### src/rtl/cprv_lsu_stage.sv
// Memory-access stage: sized loads/stores over valid/ready dmem request and response channels.
// Build option: define MISALIGN_TRAP_EN to trap misaligned/illegal accesses instead of issuing them.
module cprv_lsu_stage #(
  parameter int DATA_WIDTH = 64,
  parameter int ADDR_WIDTH = 64,
  parameter int IMM_WIDTH  = 32,
  parameter int STRB_WIDTH = DATA_WIDTH/8
) (
  input  logic                  clk,
  input  logic                  rst_n,
  input  logic                  valid_mem_i,
  output logic                  ready_mem_o,
  input  logic [6:0]            opcode_mem_i,
  input  logic [2:0]            funct3_mem_i,
  input  logic [4:0]            rd_addr_mem_i,
  input  logic                  rd_en_mem_i,
  input  logic [IMM_WIDTH-1:0]  imm_data_mem_i,
  input  logic [DATA_WIDTH-1:0] rs2_data_mem_i,
  input  logic [DATA_WIDTH-1:0] alu_out_mem_i,
  output logic                  valid_wb_o,
  input  logic                  ready_wb_i,
  output logic [4:0]            rd_addr_wb_o,
  output logic                  rd_en_wb_o,
  output logic [6:0]            opcode_wb_o,
  output logic [IMM_WIDTH-1:0]  imm_data_wb_o,
  output logic [DATA_WIDTH-1:0] result_wb_o,
  output logic                  exc_wb_o,
  output logic                  valid_dmem_o,
  input  logic                  ready_dmem_i,
  output logic [ADDR_WIDTH-1:0] addr_dmem_o,
  output logic [DATA_WIDTH-1:0] wdata_dmem_o,
  output logic [STRB_WIDTH-1:0] wstrb_dmem_o,
  output logic                  w_en_dmem_o,
  input  logic                  valid_dmem_resp_i,
  output logic                  ready_dmem_resp_o,
  input  logic [DATA_WIDTH-1:0] rdata_dmem_i
);

  localparam int         OFF_W    = $clog2(STRB_WIDTH);
  localparam logic [1:0] FULL_SZ  = 2'(OFF_W);
  localparam logic [6:0] OP_LOAD  = 7'b0000011;
  localparam logic [6:0] OP_STORE = 7'b0100011;

  typedef enum logic [1:0] {S_IDLE, S_REQ, S_RESP, S_WB} state_e;

  function automatic logic [STRB_WIDTH-1:0] size_strb(input logic [1:0] sz);
    case (sz)
      2'd0:    return STRB_WIDTH'(1'b1);
      2'd1:    return STRB_WIDTH'(2'b11);
      2'd2:    return STRB_WIDTH'(4'hF);
      default: return '1;
    endcase
  endfunction

  function automatic logic [DATA_WIDTH-1:0] size_dmask(input logic [1:0] sz);
    case (sz)
      2'd0:    return DATA_WIDTH'(8'hFF);
      2'd1:    return DATA_WIDTH'(16'hFFFF);
      2'd2:    return DATA_WIDTH'(32'hFFFF_FFFF);
      default: return '1;
    endcase
  endfunction

`ifdef MISALIGN_TRAP_EN
  function automatic logic [OFF_W-1:0] size_align(input logic [1:0] sz);
    case (sz)
      2'd0:    return '0;
      2'd1:    return OFF_W'(1);
      2'd2:    return OFF_W'(3);
      default: return OFF_W'(7);
    endcase
  endfunction
`endif

  state_e                state_q, state_d;
  logic [4:0]            rd_addr_q, rd_addr_d;
  logic                  rd_en_q, rd_en_d;
  logic [6:0]            opcode_q, opcode_d;
  logic [IMM_WIDTH-1:0]  imm_q, imm_d;
  logic [DATA_WIDTH-1:0] result_q, result_d;
  logic                  exc_q, exc_d;
  logic [ADDR_WIDTH-1:0] addr_q, addr_d;
  logic [DATA_WIDTH-1:0] wdata_q, wdata_d;
  logic [STRB_WIDTH-1:0] wstrb_q, wstrb_d;
  logic                  w_en_q, w_en_d;
  logic [1:0]            sz_q, sz_d;
  logic                  sext_q, sext_d;
  logic [OFF_W-1:0]      off_q, off_d;

  logic                  accept;
  logic                  in_is_load, in_is_store, in_illegal, in_trap;
  logic [1:0]            in_sz;
  logic [OFF_W-1:0]      in_off;
  logic [ADDR_WIDTH-1:0] in_addr;
  logic [DATA_WIDTH-1:0] ld_shift, ld_mask, ld_top, ld_ext;
  logic                  ld_neg;

  assign ready_mem_o       = (state_q == S_IDLE) | ((state_q == S_WB) & ready_wb_i);
  assign accept            = valid_mem_i & ready_mem_o;
  assign valid_dmem_o      = (state_q == S_REQ);
  assign ready_dmem_resp_o = (state_q == S_RESP);
  assign valid_wb_o        = (state_q == S_WB);

  assign rd_addr_wb_o  = rd_addr_q;
  assign rd_en_wb_o    = rd_en_q;
  assign opcode_wb_o   = opcode_q;
  assign imm_data_wb_o = imm_q;
  assign result_wb_o   = result_q;
  assign exc_wb_o      = exc_q;
  assign addr_dmem_o   = addr_q;
  assign wdata_dmem_o  = wdata_q;
  assign wstrb_dmem_o  = wstrb_q;
  assign w_en_dmem_o   = w_en_q;

  // Incoming decode; an illegal size collapses to a full-bus access when not trapping.
  always_comb begin
    in_is_load  = (opcode_mem_i == OP_LOAD);
    in_is_store = (opcode_mem_i == OP_STORE);
    in_illegal  = (funct3_mem_i == 3'b111) |
                  ((DATA_WIDTH == 32) && (funct3_mem_i[1:0] == 2'b11));
    in_sz       = in_illegal ? FULL_SZ : funct3_mem_i[1:0];
    in_off      = alu_out_mem_i[OFF_W-1:0];
    in_addr     = ADDR_WIDTH'(alu_out_mem_i);
    in_addr[OFF_W-1:0] = '0;
`ifdef MISALIGN_TRAP_EN
    in_trap     = in_illegal | (|(in_off & size_align(in_sz)));
`else
    in_trap     = 1'b0;
`endif
  end

  // Load extraction: lane shift, truncate to size, extend from the top bit of the mask.
  always_comb begin
    ld_shift = rdata_dmem_i >> {in_off_zero(off_q), 3'b000};
    ld_mask  = size_dmask(sz_q);
    ld_top   = ld_mask & ~(ld_mask >> 1);
    ld_neg   = sext_q & (|(ld_shift & ld_top));
    ld_ext   = (ld_shift & ld_mask) | (ld_neg ? ~ld_mask : '0);
  end

  function automatic logic [OFF_W-1:0] in_off_zero(input logic [OFF_W-1:0] o);
    return o;
  endfunction

  always_comb begin
    state_d   = state_q;
    rd_addr_d = rd_addr_q;
    rd_en_d   = rd_en_q;
    opcode_d  = opcode_q;
    imm_d     = imm_q;
    result_d  = result_q;
    exc_d     = exc_q;
    addr_d    = addr_q;
    wdata_d   = wdata_q;
    wstrb_d   = wstrb_q;
    w_en_d    = w_en_q;
    sz_d      = sz_q;
    sext_d    = sext_q;
    off_d     = off_q;

    case (state_q)
      S_REQ:  if (ready_dmem_i) state_d = S_RESP;
      S_RESP: if (valid_dmem_resp_i) begin
        if (!w_en_q) result_d = ld_ext;
        state_d = S_WB;
      end
      S_WB:   if (ready_wb_i) state_d = S_IDLE;
      default: ;
    endcase

    // A new accept overrides the WB->IDLE transition so back-to-back ops flow at full rate.
    if (accept) begin
      rd_addr_d = rd_addr_mem_i;
      rd_en_d   = rd_en_mem_i;
      opcode_d  = opcode_mem_i;
      imm_d     = imm_data_mem_i;
      exc_d     = 1'b0;
      if (in_is_load || in_is_store) begin
        result_d = '0;
        sz_d     = in_sz;
        sext_d   = ~funct3_mem_i[2];
        off_d    = in_off;
        if (in_trap) begin
          exc_d   = 1'b1;
          rd_en_d = 1'b0;
          state_d = S_WB;
        end else begin
          addr_d  = in_addr;
          wdata_d = in_is_store ? (rs2_data_mem_i << {in_off, 3'b000}) : '0;
          wstrb_d = in_is_store ? (size_strb(in_sz) << in_off) : '0;
          w_en_d  = in_is_store;
          state_d = S_REQ;
        end
      end else begin
        result_d = alu_out_mem_i;
        state_d  = S_WB;
      end
    end
  end

  always_ff @(posedge clk or negedge rst_n) begin
    if (!rst_n) begin
      state_q   <= S_IDLE;
      rd_addr_q <= '0;
      rd_en_q   <= 1'b0;
      opcode_q  <= '0;
      imm_q     <= '0;
      result_q  <= '0;
      exc_q     <= 1'b0;
      addr_q    <= '0;
      wdata_q   <= '0;
      wstrb_q   <= '0;
      w_en_q    <= 1'b0;
      sz_q      <= '0;
      sext_q    <= 1'b0;
      off_q     <= '0;
    end else begin
      state_q   <= state_d;
      rd_addr_q <= rd_addr_d;
      rd_en_q   <= rd_en_d;
      opcode_q  <= opcode_d;
      imm_q     <= imm_d;
      result_q  <= result_d;
      exc_q     <= exc_d;
      addr_q    <= addr_d;
      wdata_q   <= wdata_d;
      wstrb_q   <= wstrb_d;
      w_en_q    <= w_en_d;
      sz_q      <= sz_d;
      sext_q    <= sext_d;
      off_q     <= off_d;
    end
  end

endmodule

### config.mk
export PLATFORM = sky130hd
export DESIGN_NAME = cprv_lsu_stage
export DESIGN_NICKNAME = d
export VERILOG_FILES = /design/src/rtl/cprv_lsu_stage.sv
export SDC_FILE = /design/constraint.sdc
export NUM_CORES = 1
export LEC_CHECK = 0
export CAP_MARGIN = 20
export CORE_AREA = 2 2 192 194
export DETAILED_ROUTE_END_ITERATION = 10
export DIE_AREA = 0 0 194 196
export PLACE_DENSITY_LB_ADDON = 0.15
export SLEW_MARGIN = 20
export SYNTH_ARGS = -nofsm -noshare
export SYNTH_HDL_FRONTEND = slang
export SYNTH_SLANG_ARGS = --single-unit
### constraint.sdc
create_clock -name clk -period 2.5 [get_ports clk]
set_input_delay 0.5 -clock clk [delete_from_list [all_inputs] [get_ports clk]]
set_output_delay 0.5 -clock clk [all_outputs]
set_load 0.01 [all_outputs]
==> flow_summary.ini <==
[outcome]
outcome = complete, no violations

[setup_path]
crit_path_end_kind = primary output
crit_type = flop to primary output
cp-start-kind = flop
cp_data_arrival_time_ns = 1.89
crit_required_ns = 2.00
critical_path.max_fanout = 8

[pwr]
p_sw_frac = 0.3387
seq_power_share = 0.327
p_total_uw = 17850
switching_power_uw = 6046
power.internal_uw = 11810
pwr-share-comb = 0.426
peakVddDrop_mv = 0.6261
leakage_uw = 0.008747
powerDensity_nw_per_um2 = 882.1
clkPwrFrac = 0.247

[yosys]
yosysSeqAreaShare = 0.4672
synth_cells = 1344
yosys_most_used_dff = dfrtp_1
yosys_warnings = 0
async_flop_share = 1.000
syn_avg_cell_area_um2 = 10.00
synth_cell_types = 60
syn_area_um2 = 13450
synth_edf_count = 0
synth-seq-cells = 251

[clock_network]
cts_buffers = 30
cts_tree = yes
cts_root_buf = clkbuf_16
clk_pin_slew_ns = 0.06
cts_sinks = 251
clk_path_buf_depth = 3
worstSkewPairLatency_ns = 0.57
htreeDepth = 1

[detailed_routing]
wl_um = 53970
antenna_left = 0
vias = 12800
drt_iter0_drc = 783
drc = 0
drt-vias-per-instance = 5.495
wl_per_cell_um = 23.17
drt_pass1_iterations = 5

[grt]
grt_max_degree = 66
grt_pass1_wl_um = 81120
grt_usage = 0.2765
grt_antenna_before_repair = 11
grt.overflow.total = 0
grt_pass1_vias = 13230

[sta]
relSlewSlack = 0.5485
hold_viol_final = 0
worst_pin_slew_ns = 0.6748
finalCritPeriodShare = 0.9559
hold_ws_ns = 0.3661
rsz0062_at_grt = no
skew_ns = 0.01396
drv_slew = 0
final-setup-viol-count = 0
clock.fmax_mhz = 418.4
fin_crit_ns = 2.390
final.setup.worst_slack_ns = 0.1102

[placement]
dp_hpwl_um = 41090
port_buffers = 492
gp_congestion = 0.9536
pre_cts_ws_ns = -0.4469

[floorplanning]
die_x_um = 194
ioPinCount = 497
core_um2 = 36080
start_util = 0.3726
die-area_um2 = 38020
die_h_um = 196
core.rowCount = 70

[flow_run]
max_cap_viol_count = 0

[min_path]
hp-class = input port to flop

[layout]
layout-drive-gt1-share = 0.1474
multi_input_area_um2 = 6663
nFillCells = 3231
synthToLayoutAreaGrowth_pct = 50.52
fin_nets = 2077
seq_area_um2 = 6284
-- cells in the mapped netlist (7+ instances only) --
library cell  count  area [µm²]
buf_4            10       75.07
o21ai_0          62       310.3
a2bb2oi_1         8       70.07
a21oi_1          82       410.4
dfrtp_1         251        6281
nand2_1         244       915.9
a31o_2            7       61.31
buf_1            12       45.04
a211oi_1         42       315.3
mux2i_1         104        1041
mux2_2           76       855.8
o22ai_1          17       106.4
clkbuf_1         57       214.0
a211oi_2         30       375.4
buf_2            31       155.2
mux4_2           10       225.2
a31oi_1          11       68.82
nor3_1           10       50.05
nor2_1           87       326.6
and3_1            8       50.05
a22o_1           35       306.5
a221o_1           8       80.08
and2_1            7       43.79
nor2b_1          23       143.9
a22oi_1          41       307.8
-- per-stage QoR --
stage	cells	cell area (µm²)	util	setup TNS (ns)
2_1_floorplan	1347	13460	-	0
3_3_place_gp	2266	19220	0.5326	-11.70
3_5_place_dp	2266	19220	0.5326	-14.36
4_1_cts	2320	20210	0.5601	0
5_1_grt	2328	20240	0.5608	0
6_report	2329	20240	0.5609	0
-- final timing paths --
| kind | slack (ns) | cells after the start | startpoint | endpoint |
|---|---|---|---|---|
| worst max-delay path | 0.11 | 3 | state_q[1] | ready_mem_o |
| worst min-delay path | 0.37 | 3 | alu_out_mem_i[0] | off_q[0] |
| worst max register to register | 0.15 | 6 | off_q[1] | result_wb_o[25] |
| worst min register to register | 0.47 | 2 | addr_dmem_o[25] | addr_dmem_o[25] |
| max in group asynchronous | 1.27 | 3 | rst_n | off_q[1] |
| min in group asynchronous | 0.48 | 2 | rst_n | opcode_wb_o[6] |
-- cells in the final DEF (no fill, tap or decap), drive strengths merged, types with 23 or more instances in the layout --
cell	count
dfrtp	251
a211oi	72
clkdlybuf4s50	487
mux2	76
nor2	89
clkbuf	48
a22oi	41
nand2	244
a22o	35
a21oi	82
mux2i	104
o21ai	64
buf	78
nor2b	23
-- registers in the layout, indices dropped and copies added (netlist names) --
name	cells
off_q	3
rd_en_wb_o	1
opcode_wb_o	7
addr_dmem_o	61
wstrb_dmem_o	8
wdata_dmem_o	64
state_q	2
result_wb_o	64
imm_data_wb_o	32
sz_q	2
rd_addr_wb_o	5
w_en_dmem_o	1
sext_q	1
-- critical path: stages, from the launching register on --
cell           delay (ns)
dfrtp_1              0.46
and3_1               0.25
or2_2                0.31
dlygate4sd2_1        0.30
-- cell type report --
type                            instances  area share
Sequential cell                       251      0.3105
Timing Repair Buffer                  567      0.2802
Tap cell                              468     0.02893
Inverter                                8    0.001484
Multi-Input combinational cell        973      0.3292
Clock buffer                           48     0.04445
Antenna cell                            9    0.001113
Clock inverter                          5    0.004080
-- cell families after synthesis --
group,Yosys count,share of synthesized area
AND/OR/NAND/NOR,403,0.1288
flip-flops,251,0.4672
multiplexers,190,0.1578
other,1,0.0002789
AO/OA/AOI/OAI,376,0.2031
buffers and inverters,123,0.04281
-- repair_timing --
action,in CTS,in global routing
buffers inserted,0,0
hold buffers,1,0
gates resized for setup,2,2
endpoints found under the hold margin,55,0
endpoints found under the setup margin,1,12
-- per-layer routing --
metal | share of wire | up-vias | wire, µm | GRT usage
li1 | - | 5845 | - | -
met1 | 0.40 | 6334 | 21340 | 0.3460
met2 | 0.48 | 521 | 26130 | 0.4564
met3 | 0.090 | 95 | 4839 | 0.08028
met4 | 0.031 | 2 | 1647 | 0.09792
met5 | 0.00024 | - | 13 | 0
-- power groups by stage --
stage	sequential (µW)	clock [µW]	combinational (µW)
final	5830	4410	7610
after global routing	5960	4690	8110
after CTS	5830	4520	7650
after detailed placement	5880	0	7620
after global placement	5830	0	7530
after floorplan	6290	0	3100
(Power assumes the default switching activity.)
